[src/rtl/sync_fifo_param.sv]
// Single-clock parametrised FIFO with registered read data, occupancy count,
// almost-full/almost-empty thresholds, synchronous flush and sticky error flags.
module sync_fifo_param #(
  parameter int WIDTH     = 8,
  parameter int DEPTH     = 8,
  parameter int AFULL_TH  = DEPTH - 2,
  parameter int AEMPTY_TH = 2
) (
  input  logic               clk,
  input  logic               reset_n,
  input  logic               en,
  input  logic               flush,
  input  logic               write,
  input  logic [WIDTH-1:0]   data_in,
  input  logic               read,
  output logic [WIDTH-1:0]   data_out,
  output logic               data_valid,
  output logic               empty,
  output logic               full,
  output logic               almost_empty,
  output logic               almost_full,
  output logic [$clog2(DEPTH):0] level,
  output logic               overflow,
  output logic               underflow
);

  localparam int AW = $clog2(DEPTH);
  localparam logic [AW:0] AFULL_LVL  = (AW+1)'(AFULL_TH);
  localparam logic [AW:0] AEMPTY_LVL = (AW+1)'(AEMPTY_TH);

  // Request/accept semantics: a request is consumed only in a cycle where it
  // is accepted (wr_acc/rd_acc); rejected requests are dropped and flagged.
  // An accepted read presents its word on data_out with data_valid one clock later.

  logic [WIDTH-1:0] mem [DEPTH];
  logic [AW:0]      wr_ptr;
  logic [AW:0]      rd_ptr;
  logic             go;
  logic             rd_acc;
  logic             wr_acc;

  assign empty        = (wr_ptr == rd_ptr);
  assign full         = (wr_ptr[AW] != rd_ptr[AW]) &&
                        (wr_ptr[AW-1:0] == rd_ptr[AW-1:0]);
  assign level        = wr_ptr - rd_ptr;
  assign almost_empty = (level <= AEMPTY_LVL);
  assign almost_full  = (level >= AFULL_LVL);

  // A read frees a slot in the same edge, so a full FIFO still takes a write
  // alongside a read; there is no bypass into an empty FIFO.
  assign go     = en & ~flush;
  assign rd_acc = go & read & ~empty;
  assign wr_acc = go & write & (~full | rd_acc);

  always_ff @(posedge clk) begin
    if (reset_n && wr_acc) begin
      mem[wr_ptr[AW-1:0]] <= data_in;
    end
  end

  always_ff @(posedge clk or negedge reset_n) begin
    if (!reset_n) begin
      wr_ptr     <= '0;
      rd_ptr     <= '0;
      data_out   <= '0;
      data_valid <= 1'b0;
      overflow   <= 1'b0;
      underflow  <= 1'b0;
    end else if (flush) begin
      wr_ptr     <= '0;
      rd_ptr     <= '0;
      data_valid <= 1'b0;
      overflow   <= 1'b0;
      underflow  <= 1'b0;
    end else if (!en) begin
      data_valid <= 1'b0;
    end else begin
      data_valid <= rd_acc;
      if (rd_acc) begin
        data_out <= mem[rd_ptr[AW-1:0]];
        rd_ptr   <= rd_ptr + 1'b1;
      end
      if (wr_acc) begin
        wr_ptr <= wr_ptr + 1'b1;
      end
      if (write && !wr_acc) begin
        overflow <= 1'b1;
      end
      if (read && empty) begin
        underflow <= 1'b1;
      end
    end
  end

endmodule

[config.mk]
export PLATFORM = sky130hd
export DESIGN_NAME = sync_fifo_param
export DESIGN_NICKNAME = d
export VERILOG_FILES = /design/src/rtl/sync_fifo_param.sv
export SDC_FILE = /design/constraint.sdc
export NUM_CORES = 1
export LEC_CHECK = 0
export BUFFER_PORTS_ARGS = -buffer_cell sky130_fd_sc_hd__buf_2
export CAP_MARGIN = 30
export CORE_MARGIN = 5
export CORE_UTILIZATION = 29
export CTS_BUF_LIST = sky130_fd_sc_hd__clkbuf_16
export CTS_CLUSTER_SIZE = 10
export DETAILED_ROUTE_END_ITERATION = 6
export PLACE_DENSITY = 0.47
export SLEW_MARGIN = 20
export SYNTH_ARGS = -nofsm -noshare
export SYNTH_HDL_FRONTEND = slang
export SYNTH_SLANG_ARGS = --single-unit
[constraint.sdc]
create_clock -name clk -period 3.45 [get_ports clk]
set_input_delay 0.345 -clock clk [delete_from_list [all_inputs] [get_ports clk]]
set_output_delay 0.345 -clock clk [all_outputs]
set_load 0.05 [all_outputs]
==> results.yml <==
outcome:
  status: "complete, no violations"
timing:
  rsz0062_at_grt: "false"
  skew_ns: 0.004579
  slew_viol_final: 0
  tightest_slew_ns: 0.7633
  setup_viol: 0
  hold_viol_final: 0
  worst_slack_ns: 0.5958
  fin_crit_sh: 0.8273
  fin_crit_ns: 2.854
  setup-tns-final_ns: 0
  fmax_ghz: 0.3504
  relSlewSlack: 0.4895
floorplanning:
  core_area_mm2: 0.01156
  die_w_um: 119.2
  initial_utilization: 0.2989
  die_h_um: 119.2
  ios: 33
  die_area_mm2: 0.01420
  row_count: 39
final_layout:
  antennaDiodeCount: 0
  layout-area-overhead-vs-synth_pct: 18.96
  final_util: 0.3556
  final_nets: 278
  mostFrequentLayoutCell: "edfxtp_1"
  drive_gt1_frac: 0.3080
  seqCellArea_mm2: 0.002397
  nFillCells: 1119
  multi_input_area_um2: 989.7
  final_cell_mix: "64 x edfxtp_1, 32 x buf_2, 22 x nor2_1, 22 x nand2_1, 19 x dfrtp_1"
placed_design:
  portBuffers: 32
  post-dp-hpwl_um: 5010
  place_congestion: 0.7160
  post-place-ws_ns: 0.5707
yosys:
  netlist_area_mm2: 0.003457
  ys_seq_elements: 83
  yosysUniqueCellTypes: 35
  syn_inst: 211
  synthArstFlopShare: 0.2289
  synth_ff_type: "edfxtp_1"
  yosysSeqAreaShare: 0.6934
  synth_nets: 231
  avgSynthCellArea_um2: 16.38
  synth-edff-count: 64
  synth_warnings: 0
job:
  drv_cap: 0
setup_path:
  critical_path.most_common_cell: "nor3_2"
  critical_path_class: "register to register"
  cp.required_ns: 3.42
  cpPeakStageDelay_ns: 0.57
  reg2reg_slack_ns: 0.60
  path_cells: "clkinv_1, ha_1, nand3_1, nor3_2, or4b_4, nor3_2"
  crit_fanout: 10
  cp-end-kind: "register"
  crit_family: "simple AND/OR/NAND/NOR gates"
  endpoint: "mem[4][7]$_DFFE_PP_"
  rr_worst_depth: 6
  crit_arrival_ns: 2.82
  crit_cells: 6
  r2r_end: "mem[4][7]$_DFFE_PP_"
  cp-start-kind: "register"
  worstReg2RegStart: "rd_ptr[2]$_DFFE_PN0P_"
  worst-path-buf-inv: 1
  critPathLaunch: "rd_ptr[2]$_DFFE_PN0P_"
  cp_slowest_cell: "or4b_4"
global_routing:
  antenna_found_initial: 0
  grt_pass1_wl_um: 11870
  grt_use_total: 0.1118
  grt_pass1_vias: 2043
  grt_max_degree: 21
  grt_overflow_total: 0
detailed_routing:
  via_per_inst: 4.697
  drc: 0
  vias: 1907
  dr.pass1.iters: 4
  ant_nets: 0
  wl_um: 7440
  drt_iter0_drc: 113
  routedWlPerCell_um: 18.33
clocking:
  cts_htree_levels: 3
  cts_tree: "done"
  postCtsSetupBuffers: 0
  holdBufCountCts: 0
  cts_root_buf: "clkbuf_16"
  clock_sinks: 83
  clkSlewWorstSetupHoldPaths_ns: 0.06
  clk_latency_ns: 0.34
  numCtsBuffers: 9
  ctsResizeCount: 0
  clk_path_buf_depth: 2
worst_hold_path:
  hold_path_class: "input pin to async pin"
pwr:
  power_density_mw_per_mm2: 605.7
  vdd_ir_drop_max_uv: 288.0
  leakage_nw: 1.460
## synthesized netlist by cell type, types with 2 or more instances
cell | n | area share
a31oi_1 | 10 | 0.018
and2_1 | 2 | 0.0036
dfrtp_1 | 19 | 0.14
buf_4 | 2 | 0.0043
nand2_1 | 22 | 0.024
ha_1 | 5 | 0.018
buf_2 | 2 | 0.0029
edfxtp_1 | 64 | 0.56
mux4_2 | 16 | 0.10
inv_1 | 6 | 0.0065
xnor2_1 | 4 | 0.010
nor3_2 | 2 | 0.0058
or3_1 | 3 | 0.0054
a21oi_1 | 4 | 0.0058
o21ai_0 | 4 | 0.0058
nand3_1 | 5 | 0.0072
clkbuf_1 | 2 | 0.0022
nor2_1 | 22 | 0.024
## power by group
group / internal (mW) / switching [mW]
combinational: 0.110 / 0.325
sequential: 1.13 / 0.0313
clock: 0.492 / 0.403
total: 1.73 / 0.760
## cell families after synthesis
family,Yosys count,synth area share
flip-flops,83,0.6934
AND/OR/NAND/NOR,61,0.08216
AO/OA/AOI/OAI,25,0.05502
multiplexers,17,0.1071
buffers and inverters,14,0.02027
adder cells (fa/ha/maj),6,0.02389
XOR/XNOR,5,0.01810
## routing by layer
metal  GRT usage  wire length, um  vias up
li1            -                -      902
met4     0.03259               71        0
met2      0.1840             3744       33
met1      0.1361             3320      964
met3     0.04455              304        8
met5           0                0        -
## through the flow
stage          cell area, um2  power (mW)  hold slack, ns  std cells
6_report                 4113       2.491         0.02446        406
3_3_place_gp             3835       1.624          0.3893        390
2_1_floorplan            3457       1.502         0.04941        211
5_1_grt                  4113       2.599         0.03109        406
4_1_cts                  4113       2.530         0.02722        406
3_5_place_dp             3835       1.626          0.3991        390
## worst min-delay path by stage
stage                                    endpoint  slack [ns]  cells past startpoint
after floorplan           data_out[0]$_DFFE_PN0P_        0.05                      0
after global placement      wr_ptr[1]$_DFFE_PN0P_        0.39                      2
after detailed placement  data_out[3]$_DFFE_PN0P_        0.40                      2
after CTS                   wr_ptr[0]$_DFFE_PN0P_        0.03                      2
after global routing        wr_ptr[1]$_DFFE_PN0P_        0.03                      2
final                       wr_ptr[0]$_DFFE_PN0P_        0.02                      2
## cell type report
cell class	instances	share of cell area
flip-flops and latches	83	0.5829
clock inverters	7	0.01278
multi-input cells	114	0.2406
clock buffers	9	0.05476
repair buffers	43	0.05902
inverters	7	0.006389
well taps	143	0.04350
## registers in the layout (all words and copies together) (netlist names)
signal,flops
data_out,8
data_valid,1
mem,64
overflow,1
rd_ptr,4
underflow,1
wr_ptr,4
Note: power is estimated with default switching activity, not from simulation.
